File: src/rtl/lix_pipe_rv_pkg.sv
// Shared helpers for the elastic valid/ready pipeline.
package lix_pkg;

  // Width of an occupancy counter that must represent 0..n inclusive.
  function automatic int unsigned clog2_n1(input int unsigned n);
    return $clog2(n + 1);
  endfunction

endpackage

File: src/rtl/lix_pipe_rv_if.sv
// Upstream/downstream handshake bundle for lix_pipe_rv; master drives the pipeline.
interface lix_pipe_rv_if #(
  parameter int unsigned W = 32
);
  logic         i_vld;
  logic         o_rdy;
  logic [W-1:0] i_x;
  logic         i_flush;
  logic         o_vld;
  logic         i_rdy;
  logic [W-1:0] o_z;

  modport master (
    output i_vld, i_x, i_flush, i_rdy,
    input  o_rdy, o_vld, o_z
  );

  modport slave (
    input  i_vld, i_x, i_flush, i_rdy,
    output o_rdy, o_vld, o_z
  );
endinterface

File: src/rtl/lix_pipe_rv_stage.sv
// One elastic stage: a valid bit plus a data register that loads only on valid beats.
module lix_pipe_stage #(
  parameter int unsigned W = 32
) (
  input  logic         clk_i,
  input  logic         rst_i,
  input  logic         i_vld,
  input  logic         i_rdy_dn,
  input  logic         i_flush,
  output logic         o_vld,
  output logic         o_rdy_up,
  input  logic [W-1:0] i_x,
  output logic [W-1:0] o_z
);

  logic         v_q, v_d;
  logic [W-1:0] d_q, d_d;

  always_comb begin
    o_rdy_up = !v_q || i_rdy_dn;
    v_d      = v_q;
    d_d      = d_q;
    if (i_flush) begin
      v_d = 1'b0;
    end else if (o_rdy_up) begin
      v_d = i_vld;
      if (i_vld) begin
        d_d = i_x;
      end
    end
  end

  always_ff @(posedge clk_i) begin
    if (rst_i) begin
      v_q <= 1'b0;
      d_q <= '0;
    end else begin
      v_q <= v_d;
      d_q <= d_d;
    end
  end

  assign o_vld = v_q;
  assign o_z   = d_q;

endmodule

File: src/rtl/lix_pipe_rv.sv
// N-stage, W-bit elastic pipeline with combinational ready chain, bubble collapse and flush.
module lix_pipe_rv
  import lix_pkg::*;
#(
  parameter int unsigned W = 32,
  parameter int unsigned N = 2
) (
  input  logic                   clk_i,
  input  logic                   rst_i,
  lix_pipe_rv_if.slave           bus,
  output logic [clog2_n1(N)-1:0] o_cnt,
  output logic                   o_full,
  output logic                   o_empty
);

  localparam int unsigned CW = clog2_n1(N);

  logic [N-1:0] vld_s;
  logic [W-1:0] dat_s [N];
  logic         up_xfer, dn_xfer;
  logic [CW-1:0] cnt_q, cnt_d;

  // Each stage keeps its ready in a block-local net so the ready chain is a
  // set of distinct signals rather than one vector depending on itself.
  for (genvar k = 0; k < N; k++) begin : g_stg
    logic         rdy_up;
    logic         rdy_dn;
    logic         vld_in;
    logic [W-1:0] x_in;

    if (k == N - 1) begin : g_last
      assign rdy_dn = bus.i_rdy;
    end else begin : g_mid
      assign rdy_dn = g_stg[k+1].rdy_up;
    end

    if (k == 0) begin : g_first
      assign vld_in = bus.i_vld;
      assign x_in   = bus.i_x;
    end else begin : g_link
      assign vld_in = vld_s[k-1];
      assign x_in   = dat_s[k-1];
    end

    lix_pipe_stage #(.W(W)) u_stage (
      .clk_i    (clk_i),
      .rst_i    (rst_i),
      .i_vld    (vld_in),
      .i_rdy_dn (rdy_dn),
      .i_flush  (bus.i_flush),
      .o_vld    (vld_s[k]),
      .o_rdy_up (rdy_up),
      .i_x      (x_in),
      .o_z      (dat_s[k])
    );
  end

  assign bus.o_rdy = g_stg[0].rdy_up && !bus.i_flush;
  assign bus.o_vld = vld_s[N-1] && !bus.i_flush;
  assign bus.o_z   = dat_s[N-1];

  assign up_xfer = bus.i_vld && bus.o_rdy;
  assign dn_xfer = bus.o_vld && bus.i_rdy;

  // Tracking transfers equals the popcount of the next valid vector, without an adder tree.
  always_comb begin
    cnt_d = cnt_q + CW'(up_xfer) - CW'(dn_xfer);
    if (bus.i_flush) begin
      cnt_d = '0;
    end
  end

  always_ff @(posedge clk_i) begin
    if (rst_i) begin
      cnt_q <= '0;
    end else begin
      cnt_q <= cnt_d;
    end
  end

  assign o_cnt   = cnt_q;
  assign o_full  = (cnt_q == CW'(N));
  assign o_empty = (cnt_q == '0);

endmodule

File: src/flat_wrapper.sv
// flat-port wrapper written by rule: the top's interface ports become plain ports
module lix_pipe_rv_flat import lix_pkg::*;
#(
  parameter int unsigned W = 32,
  parameter int unsigned N = 2
)
  (clk_i, rst_i, o_cnt, o_full, o_empty, bus_i_vld, bus_i_x, bus_i_flush, bus_i_rdy, bus_o_rdy, bus_o_vld, bus_o_z);
  lix_pipe_rv_if #(.W(W)) bus_i ();
  input  logic clk_i;
  input  logic rst_i;
  output logic [clog2_n1(N)-1:0] o_cnt;
  output logic o_full;
  output logic o_empty;
  input wire logic [$bits(bus_i.i_vld)-1:0] bus_i_vld;
  input wire logic [$bits(bus_i.i_x)-1:0] bus_i_x;
  input wire logic [$bits(bus_i.i_flush)-1:0] bus_i_flush;
  input wire logic [$bits(bus_i.i_rdy)-1:0] bus_i_rdy;
  output wire logic [$bits(bus_i.o_rdy)-1:0] bus_o_rdy;
  output wire logic [$bits(bus_i.o_vld)-1:0] bus_o_vld;
  output wire logic [$bits(bus_i.o_z)-1:0] bus_o_z;
  assign bus_i.i_vld = bus_i_vld;
  assign bus_i.i_x = bus_i_x;
  assign bus_i.i_flush = bus_i_flush;
  assign bus_i.i_rdy = bus_i_rdy;
  assign bus_o_rdy = bus_i.o_rdy;
  assign bus_o_vld = bus_i.o_vld;
  assign bus_o_z = bus_i.o_z;
  lix_pipe_rv #(.W(W), .N(N)) u_core (.clk_i(clk_i), .rst_i(rst_i), .bus(bus_i), .o_cnt(o_cnt), .o_full(o_full), .o_empty(o_empty));
endmodule
File: config.mk
export PLATFORM = sky130hd
export DESIGN_NAME = lix_pipe_rv_flat
export DESIGN_NICKNAME = d
export VERILOG_FILES = /design/src/rtl/lix_pipe_rv_pkg.sv /design/src/rtl/lix_pipe_rv_if.sv /design/src/rtl/lix_pipe_rv_stage.sv /design/src/rtl/lix_pipe_rv.sv /design/src/flat_wrapper.sv
export SDC_FILE = /design/constraint.sdc
export NUM_CORES = 1
export LEC_CHECK = 0
export ABC_AREA = 1
export BUFFER_PORTS_ARGS = -buffer_cell sky130_fd_sc_hd__buf_2
export CORE_ASPECT_RATIO = 0.7
export CORE_MARGIN = 2
export CORE_UTILIZATION = 57
export CTS_CLUSTER_DIAMETER = 80
export DETAILED_ROUTE_END_ITERATION = 16
export GPL_TIMING_DRIVEN = 1
export PLACE_DENSITY = 0.88
export SLEW_MARGIN = 20
export SYNTH_ARGS = -nofsm -noshare
export SYNTH_HDL_FRONTEND = slang
export SYNTH_SLANG_ARGS = --single-unit
File: constraint.sdc
create_clock -name clk_i -period 3.8 [get_ports clk_i]
set_clock_uncertainty 0.2 [all_clocks]
set_input_delay 0.19 -clock clk_i [delete_from_list [all_inputs] [get_ports clk_i]]
set_output_delay 0.19 -clock clk_i [all_outputs]
set_load 0.02 [all_outputs]
==> summary.txt <==
Status
  • Status: finished, final reports clean

Finish
  • Layout Nets: ~550
  • Antenna Cells: 0
  • Share of layout cells above drive strength 1: 18.53%
  • Final Util: 75.64%
  • Fillers: 392
  • Layout area overhead: 29.72%

Die
  • Row count: 22
  • DIE AREA: ~6000 µm²
  • # IOs: 75
  • Die width: slightly above 90 µm
  • Initial Util: 58.31%
  • Core area: 5147 µm²
  • Die Height: 64.72 µm

Drt
  • Via count: 3034
  • 1st-pass router iterations: 6
  • DRT Wirelength: 7365 µm
  • Final ANT Viol Nets: 0
  • Vias per inst: 5.142
  • Drt wl/cell: approximately 12 µm
  • Drc violations: 0
  • DRT iter0 DRCs: 288

Clock tree
  • Post-CTS Setup Repair Bufs: 0
  • CTS root buffer: clkbuf_8
  • Clock slew at reported path FFs: 0.07 ns
  • CTS Hold Buffers Added: 32
  • H-tree depth: 3
  • CTS buffer count: 9
  • Post-CTS sizing: 0
  • CTS tree: built
  • Clk buf depth: 2
  • Clock Sinks: 68
  • Clk_lat worst skew: 0.35 ns

STA
  • Share of the clock period used by the worst path: 57.69%
  • Setup TNS: 0 ns
  • Worst rel slew slack: 31.11%
  • Min Clock Period, post-route: 2.192 ns
  • Setup violators final: 0
  • RSZ-0062 raised after global routing: false
  • Final Hold Fails: 0
  • Slew @ Worst Pin: 1.032 ns
  • Fmax: 0.4562 GHz
  • Max Slew Vio Count: 0

Power
  • Sw Share: 25.75%
  • Power Density: slightly below 400 nW/µm²
  • Int Pwr: around 1.1 mW
  • Clk pwr share: a little under two fifths
  • Sw power: a little under 0.4 mW
  • Worst vdd ir: a little over 0.2 mV
  • LEAKAGE: between 1.5 and 2 nW
  • Fraction of power consumed by sequential logic: 49.6%
  • Combinational share of power: 13.4%

Min path
  • HP Class: in -> reg

GRT
  • All-Layer GR Usage: between 20% and 30%
  • Number of global-route vias before repair: 2737
  • Largest net degree at the start of global routing: a little under 70
  • Antenna violations before repair: 0
  • Gr ovfl total: 0
  • First-pass GRT wire length: 12270 µm

Yosys
  • Post-Syn Instances: 426
  • Syn Std Cell Area: 3002 µm²
  • Ys Warns: 0
  • Largest area contributor in the netlist: dfxtp_1
  • Synth Net Count: 465
  • Top cells by area, synth: dfxtp_1 45%, a21oi_1 11%, nand2_1 9.0%
  • Area fraction of the dominant cell type after synthesis: 45.35%
  • Seq cells post-synth: between 60 and 70
  • Register area share after synthesis: approximately 45%
  • Synth cell types: 13
  • Avg Inst Size Synth: 7.046 µm²

Critical path
  • Crit path kind: reg -> out
  • Critical Path AT: approximately 1.8 ns
  • CP Max Fanout: 67
  • Crit. End Element: output port
  • Crit path required time: 3.41 ns
  • CP Launch Type: register

Placement
  • GPL Wtd Cong: between 0.7 and 0.8
  • I/O Buffers: 74
  • Post-DP HPWL: between 4000 and 5000 µm

Job
  • Max Cap Viol: 0
## power by group through the flow
stage / logic [mW] / registers, mW / clock network, mW
after floorplan: 0.109 / 0.793 / 0
after global routing: 0.230 / 0.769 / 0.615
final: 0.207 / 0.766 / 0.571
after CTS: 0.203 / 0.765 / 0.573
after detailed placement: 0.177 / 0.781 / 0
after global placement: 0.171 / 0.779 / 0
## cells in the final DEF, fill, tap and decap left out, types with 2 or more instances in the layout
| master | n |
|---|---|
| nor2_4 | 2 |
| dlygate4sd3_1 | 32 |
| clkbuf_1 | 3 |
| nand2_1 | 71 |
| nand3b_1 | 32 |
| clkbuf_8 | 9 |
| clkinvlp_4 | 2 |
| buf_4 | 3 |
| buf_2 | 74 |
| dfxtp_1 | 68 |
| ha_1 | 2 |
| a21oi_1 | 67 |
| nor2_1 | 68 |
| inv_1 | 45 |
| nand3_1 | 33 |
## worst max-delay path, cell delays in order, from the launching register on
cell and delay (ns):
dfxtp_1 0.45, nand3_4 0.56, nand2_1 0.24, inv_1 0.05, buf_2 0.15
## cells by family (layout without fill, tap and decap cells)
| kind of cell | Yosys count | in the layout | synth area share [%] |
|---|---|---|---|
| AOI/OAI and AO/OA | 67 | 67 | 11.17 |
| buffers and inverters | 80 | 172 | 10.96 |
| adders and majority gates | 2 | 2 | 0.8335 |
| DFF | 68 | 68 | 45.35 |
| and+or+nand+nor | 209 | 209 | 31.68 |
## layer usage
layer	share of wire, %	vias to the layer above	GRT usage [%]
met5	0	-	0
met4	1.6	0	8.269
met3	6.7	13	9.302
met2	48	116	44.03
met1	43	1383	31.77
li1	-	1522	-
## cells in the mapped netlist
cell type / count
nand2_1: 72
nor2_1: 69
dfxtp_1: 68
a21oi_1: 67
inv_1: 46
nand3_1: 34
nand3b_1: 32
buf_2: 23
buf_1: 6
clkbuf_1: 5
ha_1: 2
nor2_2: 1
nor3_1: 1
## final cells by class
class                           instances  area (µm²)  area share (%)
Multi-Input combinational cell        278        1344           34.51
Tap cell                               72       90.09           2.314
Timing Repair Buffer                  110       740.7           19.02
Clock buffer                           12       135.1           3.470
Clock inverter                          4       50.05           1.285
Inverter                               46       172.7           4.434
Sequential cell                        68        1361           34.96
## sequential cells by signal, summed over array words and instances, names as in the netlist
| signal | cells |
|---|---|
| u_core.g_stg.u_stage.o_z | 64 |
| u_core.g_stg.u_stage.o_vld | 2 |
| u_core.o_cnt | 2 |
## through the flow
stage                     instances  area, µm²  hold WS (ns)  setup slack, ns  total power, mW
final                           590       3894       0.01572            1.608            1.544
after global routing            590       3894       0.05440            1.448            1.615
after CTS                       590       3881      0.003653            1.220            1.541
after detailed placement        542       3376        0.2587            1.474           0.9576
after global placement          541       3348        0.2535            1.508           0.9499
after floorplan                 426       3002        0.1450            2.287           0.9027
## final timing paths
check | slack [ns] | end | from | depth (start not counted)
worst min register to register | 0.27 | u_core.g_stg[0].u_stage.o_z[14] | u_core.g_stg[0].u_stage.o_z[14] | 2
worst max register to register | 1.85 | u_core.o_cnt[1] | u_core.g_stg[1].u_stage.o_vld | 7
worst max-delay path | 1.61 | bus_o_rdy | u_core.g_stg[1].u_stage.o_vld | 4
worst min-delay path | 0.02 | u_core.g_stg[0].u_stage.o_z[3] | bus_i_x[3] | 5
(Power assumes the default switching activity.)
